<file path="config.mk">
export PLATFORM = sky130hd
export DESIGN_NAME = fft_ctrl
export DESIGN_NICKNAME = d
export VERILOG_FILES = /design/src/rtl/fft_ctrl.sv
export SDC_FILE = /design/constraint.sdc
export NUM_CORES = 1
export LEC_CHECK = 0
export BUFFER_PORTS_ARGS = -buffer_cell sky130_fd_sc_hd__buf_2
export CAP_MARGIN = 20
export CORE_UTILIZATION = 58
export CTS_BUF_LIST = sky130_fd_sc_hd__clkbuf_16
export DETAILED_ROUTE_END_ITERATION = 16
export GPL_TIMING_DRIVEN = 0
export PLACE_DENSITY = 0.93
export SLEW_MARGIN = 5
export SYNTH_ARGS = -nofsm -noshare
export SYNTH_HDL_FRONTEND = slang
export SYNTH_SLANG_ARGS = --single-unit
</file>
<file path="constraint.sdc">
create_clock -name clk -period 4.1 [get_ports clk]
set_input_delay 0.82 -clock clk [delete_from_list [all_inputs] [get_ports clk]]
set_output_delay 0.82 -clock clk [all_outputs]
set_load 0.1 [all_outputs]
</file>
<file path="src/rtl/fft_ctrl.sv">
// Radix-2 in-place FFT address/sequence controller: bit-reversed load, per-stage butterfly issue, drain, done.
// Optional FFT_CTRL_ABORT_EN macro adds an 'abort' input that returns the block to IDLE on the next edge.
module fft_ctrl #(
    parameter int no_point   = 8,
    parameter int log2_point = 3,
    parameter int bf_lat     = 2
) (
    input  logic                  clk,
    input  logic                  rst,
`ifdef FFT_CTRL_ABORT_EN
    input  logic                  abort,
`endif
    input  logic                  start,
    input  logic                  in_valid,
    output logic                  load_we,
    output logic [log2_point-1:0] load_addr,
    output logic                  bf_en,
    output logic [log2_point-1:0] rd_addr_a,
    output logic [log2_point-1:0] rd_addr_b,
    output logic [log2_point-2:0] tw_idx,
    output logic                  wr_en,
    output logic [log2_point-1:0] wr_addr_a,
    output logic [log2_point-1:0] wr_addr_b,
    output logic [log2_point-1:0] stage,
    output logic                  busy,
    output logic                  done
);

    if ((no_point != (1 << log2_point)) || (log2_point < 2) || (log2_point > 10) ||
        (bf_lat < 1) || (bf_lat > 8)) begin : g_param_err
        $error("fft_ctrl: illegal no_point/log2_point/bf_lat combination");
    end

    localparam int DW = $clog2(bf_lat + 1);
    localparam logic [log2_point-1:0] CNT_LAST = log2_point'(no_point - 1);
    localparam logic [log2_point-2:0] K_LAST   = (log2_point-1)'(no_point / 2 - 1);
    localparam logic [log2_point-1:0] STG_LAST = log2_point'(log2_point - 1);
    localparam logic [DW-1:0]         D_LAST   = DW'(bf_lat - 1);

    typedef enum logic [2:0] {IDLE, LOAD, COMPUTE, DRAIN, DONE} state_t;
    state_t state_q, state_nx;

    logic [log2_point-1:0] cnt_q;
    logic [log2_point-2:0] k_q;
    logic [log2_point-1:0] stage_q;
    logic [DW-1:0]         dcnt_q;
    logic                  abort_req;

`ifdef FFT_CTRL_ABORT_EN
    assign abort_req = abort;
`else
    assign abort_req = 1'b0;
`endif

    always_ff @(posedge clk or negedge rst) begin
        if (!rst) state_q <= IDLE;
        else      state_q <= state_nx;
    end

    always_comb begin
        state_nx = state_q;
        case (state_q)
            IDLE:    if (start) state_nx = LOAD;
            LOAD:    if (in_valid && cnt_q == CNT_LAST) state_nx = COMPUTE;
            COMPUTE: if (k_q == K_LAST) state_nx = DRAIN;
            DRAIN:   if (dcnt_q == D_LAST) state_nx = (stage_q == STG_LAST) ? DONE : COMPUTE;
            DONE:    state_nx = IDLE;
            default: state_nx = IDLE;
        endcase
        if (abort_req) state_nx = IDLE;
    end

    // Counters wrap naturally at their last value, so LOAD->COMPUTE and COMPUTE->DRAIN leave them at 0.
    always_ff @(posedge clk or negedge rst) begin
        if (!rst) begin
            cnt_q   <= '0;
            k_q     <= '0;
            stage_q <= '0;
            dcnt_q  <= '0;
        end else if (abort_req || state_q == IDLE || state_q == DONE) begin
            cnt_q   <= '0;
            k_q     <= '0;
            stage_q <= '0;
            dcnt_q  <= '0;
        end else begin
            case (state_q)
                LOAD:    if (in_valid) cnt_q <= cnt_q + 1'b1;
                COMPUTE: begin
                    k_q    <= k_q + 1'b1;
                    dcnt_q <= '0;
                end
                DRAIN: begin
                    dcnt_q <= dcnt_q + 1'b1;
                    if (state_nx == COMPUTE) stage_q <= stage_q + 1'b1;
                end
                default: ;
            endcase
        end
    end

    logic [log2_point-1:0] rev, k_ext, half, pos, addr_a, tw_full;

    always_comb begin
        rev = '0;
        for (int i = 0; i < log2_point; i++) rev[i] = cnt_q[log2_point-1-i];
    end

    // Butterflies of one stage pair elements 'half' apart inside groups of 2*half.
    always_comb begin
        k_ext   = {1'b0, k_q};
        half    = log2_point'(1) << stage_q;
        pos     = k_ext & (half - 1'b1);
        addr_a  = ((k_ext >> stage_q) << (stage_q + 1'b1)) | pos;
        tw_full = pos << (STG_LAST - stage_q);
    end

    always_comb begin
        load_we   = 1'b0;
        load_addr = '0;
        bf_en     = 1'b0;
        rd_addr_a = '0;
        rd_addr_b = '0;
        tw_idx    = '0;
        stage     = '0;
        busy      = (state_q != IDLE);
        done      = (state_q == DONE);
        case (state_q)
            LOAD: begin
                load_we   = in_valid;
                load_addr = rev;
            end
            COMPUTE: begin
                bf_en     = 1'b1;
                rd_addr_a = addr_a;
                rd_addr_b = addr_a | half;
                tw_idx    = tw_full[log2_point-2:0];
                stage     = stage_q;
            end
            DRAIN: stage = stage_q;
            default: ;
        endcase
    end

    logic [bf_lat-1:0]                 en_pipe;
    logic [bf_lat-1:0][log2_point-1:0] a_pipe, b_pipe;

    always_ff @(posedge clk or negedge rst) begin
        if (!rst) begin
            en_pipe <= '0;
            a_pipe  <= '0;
            b_pipe  <= '0;
        end else if (abort_req) begin
            en_pipe <= '0;
            a_pipe  <= '0;
            b_pipe  <= '0;
        end else begin
            en_pipe[0] <= bf_en;
            a_pipe[0]  <= rd_addr_a;
            b_pipe[0]  <= rd_addr_b;
            for (int i = 1; i < bf_lat; i++) begin
                en_pipe[i] <= en_pipe[i-1];
                a_pipe[i]  <= a_pipe[i-1];
                b_pipe[i]  <= b_pipe[i-1];
            end
        end
    end

    assign wr_en     = en_pipe[bf_lat-1];
    assign wr_addr_a = a_pipe[bf_lat-1];
    assign wr_addr_b = b_pipe[bf_lat-1];

endmodule

</file>
## After elaboration in Yosys (flattened, before gate mapping)

Index checks and enable logic that the tools add are counted.

- Bits in registers: 27
- Bits of input ports: 4
- Output and inout bits: 25
- Logic and storage cells: 68

- Add/subtract/negate cells: 6
- Equality and inequality tests: 9
- Shift-type cells: 4
- Mux-type cells: 23
- Bitwise logic cells: 3
- Reductions and logical operators: 13

Operators with widths:

| kind | count |
|---|---|
| 3-bit two-way mux | 15 |
| 3-bit by 2-bit == test with 1-bit output (second input constant) | 4 |
| 3-bit one-hot mux with 4 select lines | 1 |
| 2-bit nonzero test | 5 |
| 2-bit two-way mux | 4 |
| 3-bit by 1-bit adder with 3-bit output (second input constant) | 2 |
| 3-bit == test (second input constant) | 2 |
| 3-bit OR | 2 |
| 3-bit nonzero test | 2 |
| 2-bit by 1-bit adder with 2-bit output (second input constant) | 2 |
| 2-bit one-hot mux with 2 select lines | 1 |
| 2-bit AND reduction | 2 |
| 2-bit by 3-bit bitwise AND with 3-bit output | 1 |
| 3-bit by 1-bit == test with 1-bit output (second input constant) | 1 |
| 3-bit logical NOT | 1 |
| 1-bit by 3-bit left shift with 3-bit output (first input constant) | 1 |
| 3-bit by 3-bit left shift with 2-bit output | 1 |
| 3-bit by 3-bit left shift with 3-bit output | 1 |
| 2-bit by 3-bit >> shifter with 3-bit output | 1 |
| 2-bit by 3-bit subtractor with 3-bit output (first input constant) | 1 |
| 3-bit by 1-bit subtractor with 3-bit output (second input constant) | 1 |
| 2-bit by 1-bit == test with 1-bit output (second input constant) | 1 |
| 2-bit == test (second input constant) | 1 |
| 1-bit two-way mux | 2 |
| 3 further kinds | 3 |

## Longest topological paths before layout

Gate-level depths: netlist of the first run.

- Word-level depth: 8
- Gate-level depth with buffers: 7
- Depth with buffers taken out: 5

## Least setup slack after synthesis of the first run

OpenSTA, ideal clock, no wires.

- Path kind: reg-to-output
- Start point: register stage_q[0]
- End point: output port rd_addr_b[0]
- Arrival: 3,210 ps
- Required time: 3,280 ps
- Path slack: 70 ps
- Stages on the path, launching flop included: 7
- Path buffers: 1
- Path through: dfrtp_1 -> buf_2 -> inv_1 -> ha_1 -> nor4_1 -> nand3_1 -> a31oi_1

- Longest elaborated chain between the ends: 6
- Elaborated cells on any way between the ends: 9
- Classes of those cells: 2 x add/sub; 3 x shift; 1 x mux; 3 x bitwise

RTL lines:

| what | line | text |
|---|---|---|
| start: declaration | 45 | `logic [log2_point-1:0] stage_q;` |
| start signal: assignment | 94 | `if (state_nx == COMPUTE) stage_q <= stage_q + 1'b1;` |
| parallel branches: the longest is 4 deep, another holds 3-bit by 1-bit adder with 3-bit output | n/a |  |
| 3-bit OR * | 135 | `rd_addr_b = addr_a \| half;` |
| 3-bit two-way mux * | 127 | `case (state_q)` |
| end: declaration | 19 | `output logic [log2_point-1:0] rd_addr_b,` |

Every way passes the cells marked *.

## Worst setup path in the final report of the first run

Ends and elaborated chain as after synthesis.

==> flow_metrics.py, run 1 <==
metrics = {
    "clock_tree": {
        "cts_sinks": 27,
        "cts_root_buffer": "clkbuf_16",
        "cts_buffer_depth": 2,
        "post-cts-setup-buffers": 0,
        "cts_hold_buf": 0,
        "htreeDepth": 1,
        "tritoncts": "done",
        "clk_latency_ns": 0.26,
        "numCtsBuffers": 3,
        "cts-resized-gates": 0,
        "clk_pin_slew_ns": 0.06,
    },
    "place": {
        "gp_congestion": 0.8298,
        "dpl.hpwl_um": 2147,
        "post_dp_cell_area_sq_um": 1600,
        "portBuffers": 28,
    },
    "floorplanning": {
        "start_util": 0.6321,
        "rows": 17,
        "fp.dieW_um": 51.57,
        "dieHeight_um": 51.57,
        "io_pins": 29,
        "core-area_sq_um": 2255,
        "dieArea_sq_um": 2659,
    },
    "synth": {
        "avgSynthCellArea_sq_um": 10.40,
        "synth_area_sq_um": 1425,
        "yosys_most_used_dff": "dfrtp_1",
        "synth-async-reset-ratio": 1.000,
        "synth_edf_count": 0,
        "syn_nets": 149,
        "yosysWarnings": 0,
        "yosys.cell_types.count": 38,
        "yosysSeqAreaShare": 0.4741,
        "ys_seq_elements": 27,
        "synth_cells": 137,
    },
    "route": {
        "avgRoutedWirePerCell_um": 15.32,
        "vias": 1115,
        "drt-total-wl_um": 3018,
        "dr.pass1.iters": 4,
        "drt_iter0_drc": 30,
        "ant_nets": 0,
        "viasPerCell": 5.660,
        "drc": 0,
    },
    "grt": {
        "grt_pass1_vias": 1122,
        "antenna_found_initial": 0,
        "grt_usage": 0.2508,
        "grt_pass1_wl_um": 4899,
        "grt_overflow": 0,
        "grt_max_degree": 28,
    },
    "cells_and_area": {
        "nNetsFinal": 182,
        "layout_commonest_cell": "buf_2",
        "drive_above_1_share": 0.3077,
        "final-seq-area_sq_um": 675.6,
        "nFillCells": 156,
        "multiInputGateArea_sq_um": 615.6,
        "fin_util": 0.7453,
        "n_antenna_cell": 0,
        "final_cell_mix": "buf_2 (32), dfrtp_1 (27), nand2_1 (14)",
        "design_area_sq_um": 1680,
        "area_growth_pct": 17.91,
    },
    "critical_path": {
        "worstPathRequired_ns": 3.28,
        "rr_startpoint": "stage_q[0]",
        "critical_path_class": "flip-flop to output port",
        "rr_worst_depth": 6,
        "start_kind": "flip-flop",
        "arrival_ns": 2.83,
        "cp_max_fo": 8,
        "r2r-end": "b_pipe[0]",
        "cp-end-kind": "output port",
        "r2r_slack_ns": 1.91,
    },
    "timing": {
        "holdWs_ns": 0.3519,
        "finalHoldViolCount": 0,
        "fin_skew_ns": 0.002461,
        "relSlewSlack": 0.6151,
        "final.setup.tns_ns": 0,
        "max_clock_freq_mhz": 274.2,
        "period_needed_ns": 3.647,
        "report.final.setup_viol": 0,
        "rsz0062_at_grt": "no",
        "finalMaxSlewViolations": 0,
        "period_share": 0.8896,
        "worstMarginPinSlew_ns": 0.5773,
    },
    "hold_path": {
        "holdCritStartpoint": "b_pipe[0]",
        "hp-class": "flip-flop to flip-flop",
        "whs_path_depth": 0,
        "holdPathEnd": "wr_addr_b[0]",
    },
    "flow_run": {
        "drv_cap": 0,
    },
    "outcome": {
        "status": "finished, final reports clean",
    },
}
## flip-flops by register name, indices dropped and copies added (netlist names)
register / cells
a_pipe: 3
b_pipe: 3
cnt_q: 3
dcnt_q: 2
en_pipe: 2
k_q: 2
stage_q: 3
state_q: 3
wr_addr_a: 3
wr_addr_b: 3
## cells in the mapped netlist, types with 2 or more instances
cell type | count | area, sq um
nand2b_1 | 6 | 37.54
inv_1 | 8 | 30.03
buf_2 | 4 | 20.02
nor3_1 | 2 | 10.01
o21ai_0 | 6 | 30.03
nor2_1 | 8 | 30.03
or2_2 | 2 | 12.51
nand2_1 | 14 | 52.55
mux2i_1 | 6 | 60.06
buf_4 | 6 | 45.04
dfrtp_1 | 27 | 675.7
nand3_1 | 3 | 15.01
clkbuf_1 | 2 | 7.510
or3_1 | 2 | 12.51
and2_1 | 3 | 18.77
and3_1 | 2 | 12.51
buf_6 | 2 | 22.52
xnor2_1 | 3 | 26.28
ha_1 | 8 | 100.1
a21oi_1 | 5 | 25.02
## kinds of logic (layout without fill, tap and decap cells)
kind of cell	Yosys count	in the layout	share of synthesized area
AND/OR/NAND/NOR	49	49	0.1879
flip-flops	27	27	0.4741
XOR/XNOR	4	4	0.02459
buffers and inverters	23	55	0.09394
multiplexers	6	6	0.04214
AO/OA/AOI/OAI	20	20	0.1071
adder cells (fa/ha/maj)	8	8	0.07024
## worst max-delay path, stage by stage, from the launching register on
cell	delay, ns
dfrtp_1	0.37
buf_2	0.23
inv_1	0.13
ha_1	0.41
nor4_1	0.51
nand3_1	0.17
a31oi_1	0.27
buf_2	0.47
## per-stage QoR
stage / std cells / setup slack (ns)
2_1_floorplan: 137 / 0.07010
3_3_place_gp: 193 / 0.9828
3_5_place_dp: 193 / 0.9237
4_1_cts: 197 / 0.5154
5_1_grt: 197 / 0.3727
6_report: 197 / 0.4525
## cell type report
class                           count  area share
Timing Repair Buffer               28     0.08340
Buffer                             14     0.05659
Clock buffer                        3     0.04468
Tap cell                           28     0.02085
Inverter                            9     0.02308
Clock inverter                      1    0.002978
Multi-Input combinational cell     87      0.3663
Sequential cell                    27      0.4021
## layer usage
layer / global-route usage / share of wire
met1: 0.2951 / 0.39
met2: 0.4610 / 0.52
met3: 0.02339 / 0.055
met4: 0.1081 / 0.033
met5: 0 / 0
## how the worst max path moves through the flow
stage	cells after the start	from	slack, ns	to
2_1_floorplan	6	stage_q[0]	0.07	rd_addr_b[0]
3_3_place_gp	7	stage_q[0]	0.98	rd_addr_b[0]
3_5_place_dp	7	stage_q[0]	0.92	rd_addr_b[0]
4_1_cts	7	stage_q[0]	0.52	rd_addr_b[0]
5_1_grt	7	stage_q[0]	0.37	rd_addr_b[0]
6_report	7	stage_q[0]	0.45	rd_addr_b[0]
Power of run 1 is not shown: default switching activity piles up to over one toggle a cycle in this logic, so the estimate is an artifact.
==> run 2: changes to the inputs <==
--- a/config.mk
+++ b/config.mk
@@ -7,12 +7,14 @@
 export LEC_CHECK = 0
 export BUFFER_PORTS_ARGS = -buffer_cell sky130_fd_sc_hd__buf_2
 export CAP_MARGIN = 20
-export CORE_UTILIZATION = 58
+export CELL_PAD_IN_SITES_DETAIL_PLACEMENT = 1
+export CELL_PAD_IN_SITES_GLOBAL_PLACEMENT = 1
+export CORE_UTILIZATION = 44
 export CTS_BUF_LIST = sky130_fd_sc_hd__clkbuf_16
 export DETAILED_ROUTE_END_ITERATION = 16
 export GPL_TIMING_DRIVEN = 0
-export PLACE_DENSITY = 0.93
-export SLEW_MARGIN = 5
+export PLACE_DENSITY = 0.91
+export SLEW_MARGIN = 15
 export SYNTH_ARGS = -nofsm -noshare
 export SYNTH_HDL_FRONTEND = slang
 export SYNTH_SLANG_ARGS = --single-unit
==> run 2 against run 1 <==
  * Count of clock-buffer cells in the layout did not move
  * Register-to-register slack better by 0.12 ns
  * Sequential cell count unchanged
  * Core utilization shrank 19 points
  * Worst setup slack improved by 0.13 ns
  * Wire length rose by 5.7%
  * Final area grew 1.3%
  * Clock skew increased by 0.0022 ns
==> flow_metrics.py, run 2 (synthesis results as in run 1) <==
metrics = {
    "route": {
        "ant_nets": 0,
        "avgRoutedWirePerCell_um": 14.98,
        "drc": 0,
        "viasPerCell": 5.028,
        "dr.pass1.iters": 4,
        "drt_iter0_drc": 18,
        "vias": 1071,
        "drt-total-wl_um": 3190,
    },
    "clock_tree": {
        "cts-resized-gates": 0,
        "cts_hold_buf": 0,
        "numCtsBuffers": 3,
        "cts_sinks": 27,
        "tritoncts": "done",
        "post-cts-setup-buffers": 0,
        "clk_latency_ns": 0.26,
        "cts_buffer_depth": 2,
        "htreeDepth": 1,
        "clk_pin_slew_ns": 0.07,
        "cts_root_buffer": "clkbuf_16",
    },
    "timing": {
        "rsz0062_at_grt": "no",
        "relSlewSlack": 0.6054,
        "period_needed_ns": 3.518,
        "fin_skew_ns": 0.004691,
        "worstMarginPinSlew_ns": 0.5919,
        "report.final.setup_viol": 0,
        "finalHoldViolCount": 0,
        "final.setup.tns_ns": 0,
        "holdWs_ns": 0.3520,
        "finalMaxSlewViolations": 0,
        "period_share": 0.8581,
        "max_clock_freq_mhz": 284.2,
    },
    "cells_and_area": {
        "area_growth_pct": 19.49,
        "final_cell_mix": "buf_2 (32), dfrtp_1 (27), nand2_1 (14)",
        "drive_above_1_share": 0.3077,
        "fin_util": 0.5578,
        "nNetsFinal": 182,
        "layout_commonest_cell": "buf_2",
        "n_antenna_cell": 0,
        "nFillCells": 359,
    },
    "critical_path": {
        "cp_max_fo": 8,
        "arrival_ns": 2.70,
        "rr_startpoint": "stage_q[0]",
        "cp-end-kind": "output port",
        "critical_path_class": "flip-flop to output port",
        "crit_start": "stage_q[0]",
        "worstPathRequired_ns": 3.28,
        "start_kind": "flip-flop",
    },
    "outcome": {
        "status": "finished, final reports clean",
    },
    "place": {
        "gp_congestion": 0.7916,
        "dpl.hpwl_um": 2416,
        "portBuffers": 28,
    },
    "grt": {
        "grt_pass1_vias": 1105,
        "grt_overflow": 0,
        "antenna_found_initial": 0,
        "grt_usage": 0.2121,
        "grt_pass1_wl_um": 5354,
        "grt_max_degree": 28,
    },
    "floorplanning": {
        "start_util": 0.4668,
        "dieHeight_um": 58.91,
        "dieArea_sq_um": 3470,
        "rows": 20,
        "core-area_sq_um": 3053,
        "io_pins": 29,
        "fp.dieW_um": 58.91,
    },
    "hold_path": {
        "holdCritStartpoint": "b_pipe[1]",
        "hp-class": "flip-flop to flip-flop",
    },
    "flow_run": {
        "drv_cap": 0,
    },
}
## run 2: metrics by stage
| stage | instance area [sq um] | cells | setup slack [ns] |
|---|---|---|---|
| detailed placement | 1620 | 209 | 0.8965 |
| global placement | 1620 | 209 | 0.9430 |
| finish | 1703 | 213 | 0.5818 |
| floorplan | 1425 | 137 | 0.07010 |
| global route | 1703 | 213 | 0.4001 |
| CTS | 1703 | 213 | 0.5893 |
## run 2: worst paths after layout
| kind | endpoint | slack [ns] | depth (start not counted) |
|---|---|---|---|
| hold reg to reg | wr_addr_b[1] | 0.35 | 0 |
| setup reg to reg | b_pipe[1] | 2.03 | 6 |
| hold / removal | wr_addr_b[1] | 0.35 | 0 |
| max in group asynchronous | wr_addr_a[1] | 3.16 | 1 |
| min in group asynchronous | dcnt_q[1] | 0.55 | 1 |
| setup / recovery | rd_addr_b[1] | 0.58 | 7 |
## run 2: layout make-up
cell class | count | area [sq um] | area share
clock buffer | 3 | 75.07 | 0.04409
sequential | 27 | 675.6 | 0.3968
tap | 44 | 55.05 | 0.03233
clock inverter | 1 | 7.507 | 0.004409
buffer | 14 | 95.09 | 0.05584
timing repair buffer | 28 | 140.1 | 0.08229
multi-input combinational | 87 | 615.6 | 0.3615
inverter | 9 | 38.79 | 0.02278
## run 2: metal layers
| metal | part of all wire | GRT usage | up-vias |
|---|---|---|---|
| met5 | 0 | 0 | - |
| met4 | 0.0088 | 0.05442 | 0 |
| met3 | 0.033 | 0.05495 | 4 |
| met2 | 0.53 | 0.3815 | 20 |
| met1 | 0.42 | 0.2504 | 533 |
| li1 | - | - | 514 |
## run 2: critical path, cell delays in order, from the launching register on
cell     delay (ns)
dfrtp_1        0.37
buf_2          0.24
inv_1          0.13
ha_1           0.40
nor4_1         0.43
nand3_1        0.18
a21oi_1        0.22
buf_2          0.46
Power of run 2 is left out for the same reason.
==> run 3: changes to the inputs <==
--- a/config.mk
+++ b/config.mk
@@ -9,6 +9,7 @@
 export CAP_MARGIN = 20
 export CELL_PAD_IN_SITES_DETAIL_PLACEMENT = 1
 export CELL_PAD_IN_SITES_GLOBAL_PLACEMENT = 1
+export CORE_ASPECT_RATIO = 1.1
 export CORE_UTILIZATION = 44
 export CTS_BUF_LIST = sky130_fd_sc_hd__clkbuf_16
 export DETAILED_ROUTE_END_ITERATION = 16
==> run 3 against run 2 <==
  * Worst hold slack got worse by 0.0018 ns
  * Sequential share of layout area rose by 0.35 points
  * Via count rose by 2.4%
  * Die area barely moved
  * Critical path type unchanged
==> flow_metrics.py, run 3 (synthesis results as in run 1) <==
metrics = {
    "critical_path": {
        "critical_path_class": "flip-flop to output port",
        "worstPathRequired_ns": 3.28,
        "cp_max_fo": 8,
        "rr_worst_depth": 6,
        "arrival_ns": 2.74,
        "start_kind": "flip-flop",
        "cp-end-kind": "output port",
        "r2r_slack_ns": 2.01,
        "r2r-end": "a_pipe[0]",
        "rr_startpoint": "stage_q[0]",
    },
    "timing": {
        "finalHoldViolCount": 0,
        "finalMaxSlewViolations": 0,
        "relSlewSlack": 0.5924,
        "report.final.setup_viol": 0,
        "period_share": 0.8676,
        "holdWs_ns": 0.3503,
        "rsz0062_at_grt": "no",
        "max_clock_freq_mhz": 281.1,
        "period_needed_ns": 3.557,
        "worstMarginPinSlew_ns": 0.6115,
        "fin_skew_ns": 0.005076,
        "final.setup.tns_ns": 0,
    },
    "hold_path": {
        "whs_path_depth": 0,
        "holdPathEnd": "wr_addr_a[1]",
        "hp-class": "flip-flop to flip-flop",
        "holdCritStartpoint": "a_pipe[1]",
    },
    "clock_tree": {
        "numCtsBuffers": 3,
        "tritoncts": "done",
        "cts_sinks": 27,
        "cts-resized-gates": 0,
        "htreeDepth": 1,
        "post-cts-setup-buffers": 0,
        "clk_pin_slew_ns": 0.06,
        "clk_latency_ns": 0.26,
        "cts_hold_buf": 0,
        "cts_root_buffer": "clkbuf_16",
        "cts_buffer_depth": 2,
    },
    "route": {
        "vias": 1097,
        "dr.pass1.iters": 4,
        "ant_nets": 0,
        "viasPerCell": 5.404,
        "drt-total-wl_um": 3420,
        "drt_iter0_drc": 23,
        "drc": 0,
        "avgRoutedWirePerCell_um": 16.85,
    },
    "place": {
        "portBuffers": 28,
        "gp_congestion": 0.7916,
        "dpl.hpwl_um": 2464,
    },
    "outcome": {
        "status": "finished, final reports clean",
    },
    "cells_and_area": {
        "nFillCells": 364,
        "final_cell_mix": "buf_2 (32), dfrtp_1 (27), nand2_1 (14)",
        "area_growth_pct": 18.44,
        "drive_above_1_share": 0.3077,
        "n_antenna_cell": 0,
        "layout_commonest_cell": "buf_2",
        "nNetsFinal": 182,
    },
    "floorplanning": {
        "core-area_sq_um": 3074,
        "dieHeight_um": 61.69,
        "rows": 21,
        "fp.dieW_um": 56.26,
        "dieArea_sq_um": 3471,
        "io_pins": 29,
        "start_util": 0.4636,
    },
    "grt": {
        "antenna_found_initial": 0,
        "grt_usage": 0.2153,
        "grt_pass1_vias": 1137,
        "grt_pass1_wl_um": 5630,
        "grt_overflow": 0,
        "grt_max_degree": 28,
    },
    "flow_run": {
        "drv_cap": 0,
    },
}
run 3: cell types whose count changed in the layout (fill, tap and decap cells not counted), sizes merged:
cell	change
clkinv	+1
clkinvlp	-1
run 3: metrics by stage:
step           cell area, sq um  worst slack (ns)    util  instances
3_5_place_dp               1608            0.8099  0.5230        199
3_3_place_gp               1608            0.9501  0.5230        199
4_1_cts                    1688            0.5473  0.5490        203
5_1_grt                    1688            0.2898  0.5490        203
6_report                   1688            0.5427  0.5490        203
2_1_floorplan              1425           0.07010       -        137
run 3: worst max-delay path by stage:
stage	from	end	slack (ns)
detailed placement	stage_q[0]	rd_addr_a[0]	0.81
finish	stage_q[0]	rd_addr_a[0]	0.54
floorplan	stage_q[0]	rd_addr_b[0]	0.07
global route	stage_q[0]	rd_addr_a[0]	0.29
global placement	stage_q[0]	rd_addr_b[0]	0.95
CTS	stage_q[0]	rd_addr_a[0]	0.55
run 3: per-layer routing:
| metal | vias to the layer above | GRT usage | share of wire |
|---|---|---|---|
| li1 | 515 | - | - |
| met4 | 0 | 0.06272 | 0.0073 |
| met5 | - | 0 | 0 |
| met3 | 4 | 0.02692 | 0.026 |
| met1 | 558 | 0.2424 | 0.42 |
| met2 | 20 | 0.4354 | 0.55 |
run 3: final cells by class:
class | instances | area, sq um | share of cell area
tap | 34 | 42.54 | 0.02520
clock inverter | 1 | 5.005 | 0.002965
multi-input combinational | 87 | 615.6 | 0.3647
sequential | 27 | 675.6 | 0.4003
buffer | 14 | 95.09 | 0.05634
timing repair buffer | 28 | 140.1 | 0.08302
inverter | 9 | 38.79 | 0.02298
clock buffer | 3 | 75.07 | 0.04448
run 3: worst max-delay path: stages, from the launching register on:
cell     delay (ns)
dfrtp_1        0.38
buf_2          0.24
inv_1          0.13
ha_1           0.42
nor4_1         0.38
nand3_1        0.19
a21oi_1        0.26
buf_2          0.48
Power of run 3 is left out for the same reason.
